--- src/rtl/uart_rx.sv ---
// ---------------------------------------------------------------------------
// uart_rx -- 8N1 serial receiver with a single-byte holding register.
//
// Line format: idle high, one start bit (low), 8 data bits LSB first, one
// stop bit (high). The bit period is fixed at BIT_CYCLES clocks, which is the
// same period the companion transmitter uses. The pin is synchronised, then
// sampled once per bit at mid-bit. A received byte is held for the CPU until
// it is acknowledged with re.
//
// Ports:
//   clk    in   system clock
//   reset  in   asynchronous, active-high reset
//   rx     in   serial input (asynchronous to clk, idle high)
//   re     in   one-cycle read strobe; clears valid, ferr and ovr
//   rdata  out  last received byte
//   valid  out  rdata holds an unread byte
//   ferr   out  sticky framing error (a stop bit was sampled low)
//   ovr    out  sticky overrun (an unread byte was overwritten)
// ---------------------------------------------------------------------------
module uart_rx #(
  parameter int BIT_CYCLES = 434
) (
  input  logic       clk,
  input  logic       reset,
  input  logic       rx,
  input  logic       re,
  output logic [7:0] rdata,
  output logic       valid,
  output logic       ferr,
  output logic       ovr
);

  // Start-bit sample happens half a bit after the falling edge is seen, so
  // every later sample lands one full bit period further on, i.e. mid-bit.
  localparam int          HALF_CYCLES = BIT_CYCLES / 2;
  localparam logic [15:0] HALF_LAST   = 16'(HALF_CYCLES - 1);
  localparam logic [15:0] BIT_LAST    = 16'(BIT_CYCLES - 1);
  localparam int          SYNC_STAGES = 2;

  typedef enum logic [2:0] {
    IDLE  = 3'd0,
    START = 3'd1,
    DATA  = 3'd2,
    STOP  = 3'd3,
    BREAK = 3'd4
  } state_t;

  // Synchroniser. Both stages reset to 1 (idle line) so that releasing reset
  // never looks like a start edge by itself.
  logic [SYNC_STAGES-1:0] sync_reg;
  logic                   rx_s;

  always_ff @(posedge clk or posedge reset) begin
    if (reset) begin
      sync_reg <= '1;
    end else begin
      sync_reg <= {sync_reg[SYNC_STAGES-2:0], rx};
    end
  end

  assign rx_s = sync_reg[SYNC_STAGES-1];

  // Frame state.
  state_t      state_reg;
  logic [15:0] cnt_reg;
  logic [2:0]  bit_idx_reg;
  logic [7:0]  shift_reg;

  // CPU-visible registers.
  logic [7:0]  rdata_reg;
  logic        valid_reg;
  logic        ferr_reg;
  logic        ovr_reg;

  // Sample-point decode for the current state.
  logic half_tick;
  logic bit_tick;

  assign half_tick = (cnt_reg == HALF_LAST);
  assign bit_tick  = (cnt_reg == BIT_LAST);

  always_ff @(posedge clk or posedge reset) begin
    if (reset) begin
      state_reg   <= IDLE;
      cnt_reg     <= 16'd0;
      bit_idx_reg <= 3'd0;
      shift_reg   <= 8'h00;
      rdata_reg   <= 8'h00;
      valid_reg   <= 1'b0;
      ferr_reg    <= 1'b0;
      ovr_reg     <= 1'b0;
    end else begin
      // A read clears the status; a byte load or framing error later in this
      // block overrides the clear, so a load in the same cycle wins.
      if (re) begin
        valid_reg <= 1'b0;
        ferr_reg  <= 1'b0;
        ovr_reg   <= 1'b0;
      end

      case (state_reg)
        IDLE: begin
          cnt_reg     <= 16'd0;
          bit_idx_reg <= 3'd0;
          if (!rx_s) begin
            state_reg <= START;
          end
        end

        START: begin
          if (half_tick) begin
            cnt_reg <= 16'd0;
            if (!rx_s) begin
              state_reg   <= DATA;
              bit_idx_reg <= 3'd0;
            end else begin
              // Line went high again before mid start bit: a glitch, not a
              // frame. Nothing visible changes.
              state_reg <= IDLE;
            end
          end else begin
            cnt_reg <= cnt_reg + 16'd1;
          end
        end

        DATA: begin
          if (bit_tick) begin
            cnt_reg   <= 16'd0;
            // LSB arrives first; after eight shifts bit k sits in shift[k].
            shift_reg <= {rx_s, shift_reg[7:1]};
            if (bit_idx_reg == 3'd7) begin
              state_reg <= STOP;
            end else begin
              bit_idx_reg <= bit_idx_reg + 3'd1;
            end
          end else begin
            cnt_reg <= cnt_reg + 16'd1;
          end
        end

        STOP: begin
          if (bit_tick) begin
            cnt_reg <= 16'd0;
            if (rx_s) begin
              rdata_reg <= shift_reg;
              valid_reg <= 1'b1;
              // An unread byte is lost unless the CPU reads it this cycle.
              if (valid_reg && !re) begin
                ovr_reg <= 1'b1;
              end
              // Returning to IDLE mid stop bit leaves half a bit of margin
              // to catch a start bit that follows without an idle gap.
              state_reg <= IDLE;
            end else begin
              ferr_reg  <= 1'b1;
              state_reg <= BREAK;
            end
          end else begin
            cnt_reg <= cnt_reg + 16'd1;
          end
        end

        BREAK: begin
          // Wait for the line to return high so a held-low line yields one
          // framing error rather than a stream of bogus frames. The counter
          // keeps running but wraps inside one bit period.
          if (rx_s) begin
            state_reg <= IDLE;
            cnt_reg   <= 16'd0;
          end else if (bit_tick) begin
            cnt_reg <= 16'd0;
          end else begin
            cnt_reg <= cnt_reg + 16'd1;
          end
        end

        default: begin
          state_reg <= IDLE;
          cnt_reg   <= 16'd0;
        end
      endcase
    end
  end

  assign rdata = rdata_reg;
  assign valid = valid_reg;
  assign ferr  = ferr_reg;
  assign ovr   = ovr_reg;

endmodule

--- config.mk ---
export PLATFORM = sky130hd
export DESIGN_NAME = uart_rx
export DESIGN_NICKNAME = d
export VERILOG_FILES = /design/src/rtl/uart_rx.sv
export SDC_FILE = /design/constraint.sdc
export NUM_CORES = 1
export LEC_CHECK = 0
export ABC_AREA = 1
export BUFFER_PORTS_ARGS = -buffer_cell sky130_fd_sc_hd__buf_4
export CAP_MARGIN = 20
export CELL_PAD_IN_SITES_DETAIL_PLACEMENT = 1
export CELL_PAD_IN_SITES_GLOBAL_PLACEMENT = 2
export CORE_MARGIN = 5
export CORE_UTILIZATION = 33
export DETAILED_ROUTE_END_ITERATION = 7
export PLACE_DENSITY_LB_ADDON = 0.08
export SYNTH_ARGS = -nofsm -noshare
export SYNTH_HDL_FRONTEND = slang
export SYNTH_SLANG_ARGS = --single-unit
--- constraint.sdc ---
create_clock -name clk -period 1.4 [get_ports clk]
set_input_delay 0.21 -clock clk [delete_from_list [all_inputs] [get_ports clk]]
set_output_delay 0.21 -clock clk [all_outputs]
set_load 0.01 [all_outputs]
==> summary.txt <==
STA
  • Period utilization: 1.02
  • Final hold violations: 0
  • Slew margin rel.: 0.747
  • Count of pins over their slew limit: 0
  • Setup TNS: -102 ps
  • Worst Tran Pin Value: ~380 ps
  • Final worst slack: -24.0 ps
  • Post-route clock skew: around 12 ps
  • RSZ-0062 raised after global routing: yes
  • Final setup violation count: 8
  • Min Clock Period, post-route: 1420 ps
  • Max Freq: 0.702 GHz
  • Worst hold margin: between 60 and 70 ps

Floorplanning
  • Height of the die: ~92 µm
  • Rows: 30
  • Die Span X: about 92 µm
  • Core Area: 6680 µm²
  • Die Area: 8480 µm²
  • IO Pins: 15
  • Starting density of the core: 0.333

Yosys
  • Ys Warns: 0
  • Number of synthesized flops with an enable pin: 0
  • Synth Area per Inst: about 8.5 µm²
  • Top post-synthesis cells by area: dfrtp_1, nand2_1, nor2_1
  • Syn_nets: approximately 270
  • Most frequently used flop master after synthesis: dfrtp_1
  • Area share of the largest cell type after synthesis: 0.462
  • Post-synthesis cell area: around 2200 µm²
  • Most common cell in the netlist: nand2_1
  • Synth area leader: dfrtp_1
  • Post-synthesis sequential area ratio: 0.485
  • Synth async-reset ratio: 1.00
  • Yosys cell types: 27
  • Seq cells post-synth: 43
  • Post-synth top cells: nand2_1, dfrtp_1, nor2_1, inv_1, nand3_1
  • Gate Count Post-Synth: 262

Routing
  • Routed Antenna Nets: 0
  • Top Metal Used: met4
  • DRC: 0
  • WL met3: roughly 150 µm
  • Routed WL: 5470 µm
  • First DRT Iteration DRCs: 62
  • Vias/cell: about 4.6
  • DRT Pass-1 Iters: 4
  • Met2 wire length: roughly 2500 µm
  • Post-Route M1 WL: between 2000 and 3000 µm
  • WL/cell: between 10 and 15 µm
  • DR vias: roughly 1900

Power
  • Max IR drop VDD: 0.317 mV
  • Power Density: between 600 and 700 nW/µm²
  • Leakage Power: around 1.5 nW

Global routing
  • GRT Overall Usage: 0.137
  • Vias in the first global route: between 1500 and 2000
  • Pin count of the biggest net entering global routing: 24
  • First-pass GRT wire length: approximately 9300 µm
  • Total global routing overflow: 0
  • Antenna violations before repair: 0

Critical path
  • Worst reg2reg path endpoint: state_reg[1]
  • Worst r2r src: cnt_reg[0]
  • Slowest cell delay on critical path: 460 ps
  • Crit-path cells: inv_2 -> ha_1 -> nand2_1 -> nor2_2 -> nand2_1 -> nand2_4 -> nand2_4 -> o21ai_2 -> nand2_1
  • Crit Path Class: flop to flop
  • CP Data Required Time: roughly 1600 ps
  • CP startpoint kind: flop
  • Slowest stage cell, crit path: dfrtp_2
  • Reg2reg path depth: 9
  • Worst EP arrival: around 1600 ps
  • Most frequent CP cell: nand2_1
  • CP endpoint kind: flop
  • Peak fanout along the critical path: 4
  • R2R Setup Slk: -20 ps

Placed design
  • Hpwl dp: roughly 4000 µm
  • GP Congestion: approximately 0.75
  • Buffers on Ports: 14

Finish
  • Sequential cell area: ~1100 µm²
  • Area taken by multi-input logic gates: 1210 µm²
  • Area growth syn-to-layout: 42.7%
  • Max FFs per register: 16
  • Antenna cell count: 0
  • Share of layout cells above drive strength 1: 0.465
  • Final nets: roughly 340
  • # fillers: slightly below 800

Clock tree
  • Clk slew on worst S/H paths: 90 ps
  • Root buffer selected by CTS: clkbuf_8
  • Latest clock arrival within the worst-skew pair: 310 ps
  • CTS tree: done
  • Clock tree buffer depth: 2
  • Clk sinks: 43
  • Cts bufs inserted: 5
  • H-tree depth: 2

Min path
  • Hold Path Origin: re
  • Hold worst-path end: ovr
  • Worst hold stages: 2
  • Worst hold path class: input pin to flop

Run status
  • Outcome: finished with violations
  • Failing checks: negative setup slack

Job
  • Max Cap Violations: 0
## critical path, delay by kind of cell, from the launching register on
| family | cells | cell delay (ps) |
|---|---|---|
| compound gates | 1 | 130 |
| fa+ha+maj | 1 | 130 |
| flops | 1 | 460 |
| buf+inv | 1 | 60 |
| simple gates | 6 | 530 |
## where the power goes
part           leakage, nW  internal [W]  switching, W
logic                0.861     0.0000253     0.0000374
registers            0.577       0.00125    0.00000120
clock network       0.0495      0.000372      0.000506
## routing by layer
metal,vias up,track usage
met5,-,0
met4,0,0.0371
met3,5,0.0320
met2,17,0.207
met1,907,0.195
li1,956,-
## cells in the final DEF (no fill, tap or decap), types with 6 or more instances in the layout
master,Yosys,final
xor2_1,7,6
o21ai_0,14,11
nor2_2,14,17
nand3_1,18,12
nor2_4,2,9
dfrtp_1,41,40
inv_2,3,7
nand2_4,0,7
nor2_1,35,25
nand2_1,54,42
buf_4,0,55
o21ai_2,8,9
inv_1,30,25
nand2_2,7,11
## what timing repair did
action / in CTS / in global routing
hold buffers: 2 / 0
hold endpoints to repair: 11 / 0
gates cloned: 1 / 0
pin swaps: 18 / 20
resized for setup: 34 / 38
buffers inserted: 6 / 3
setup endpoints to repair: 31 / 40
## worst max-delay path by stage
| stage | startpoint | to | slack (ps) |
|---|---|---|---|
| 5_1_grt | cnt_reg[1] | cnt_reg[12] | -130 |
| 3_5_place_dp | cnt_reg[0] | cnt_reg[14] | -130 |
| 3_3_place_gp | cnt_reg[0] | cnt_reg[14] | -110 |
| 4_1_cts | cnt_reg[1] | cnt_reg[12] | -60 |
| 6_report | cnt_reg[0] | state_reg[1] | -20 |
| 2_1_floorplan | cnt_reg[1] | rdata[0] | 4 |
## logic make-up (layout without fill, tap and decap cells)
family / count (synthesis) / after routing / synth area share
AOI/OAI and AO/OA: 25 / 25 / 0.0715
adders and majority gates: 5 / 5 / 0.0282
and+or+nand+nor: 143 / 143 / 0.306
xor gates and xnor gates: 8 / 8 / 0.0315
DFF: 43 / 43 / 0.485
buffers and inverters: 38 / 107 / 0.0771
## per-stage QoR
stage | setup WS [ps] | cells | total power [W] | instance area, µm² | utilization
2_1_floorplan | 4.49 | 262 | 0.00130 | 2230 | -
3_3_place_gp | -105 | 391 | 0.00133 | 2720 | 0.407
4_1_cts | -55.1 | 408 | 0.00222 | 3000 | 0.449
3_5_place_dp | -128 | 391 | 0.00133 | 2720 | 0.407
5_1_grt | -129 | 411 | 0.00227 | 3170 | 0.475
6_report | -24.0 | 411 | 0.00219 | 3170 | 0.475
## final cells by class
type,count,area share
Tap cell,80,0.0316
Inverter,35,0.0462
Sequential cell,43,0.340
Timing Repair inverter,1,0.00513
Multi-Input combinational cell,181,0.381
Timing Repair Buffer,63,0.166
Clock buffer,5,0.0217
Clock inverter,3,0.00828
Note: power is estimated with default switching activity, not from simulation.
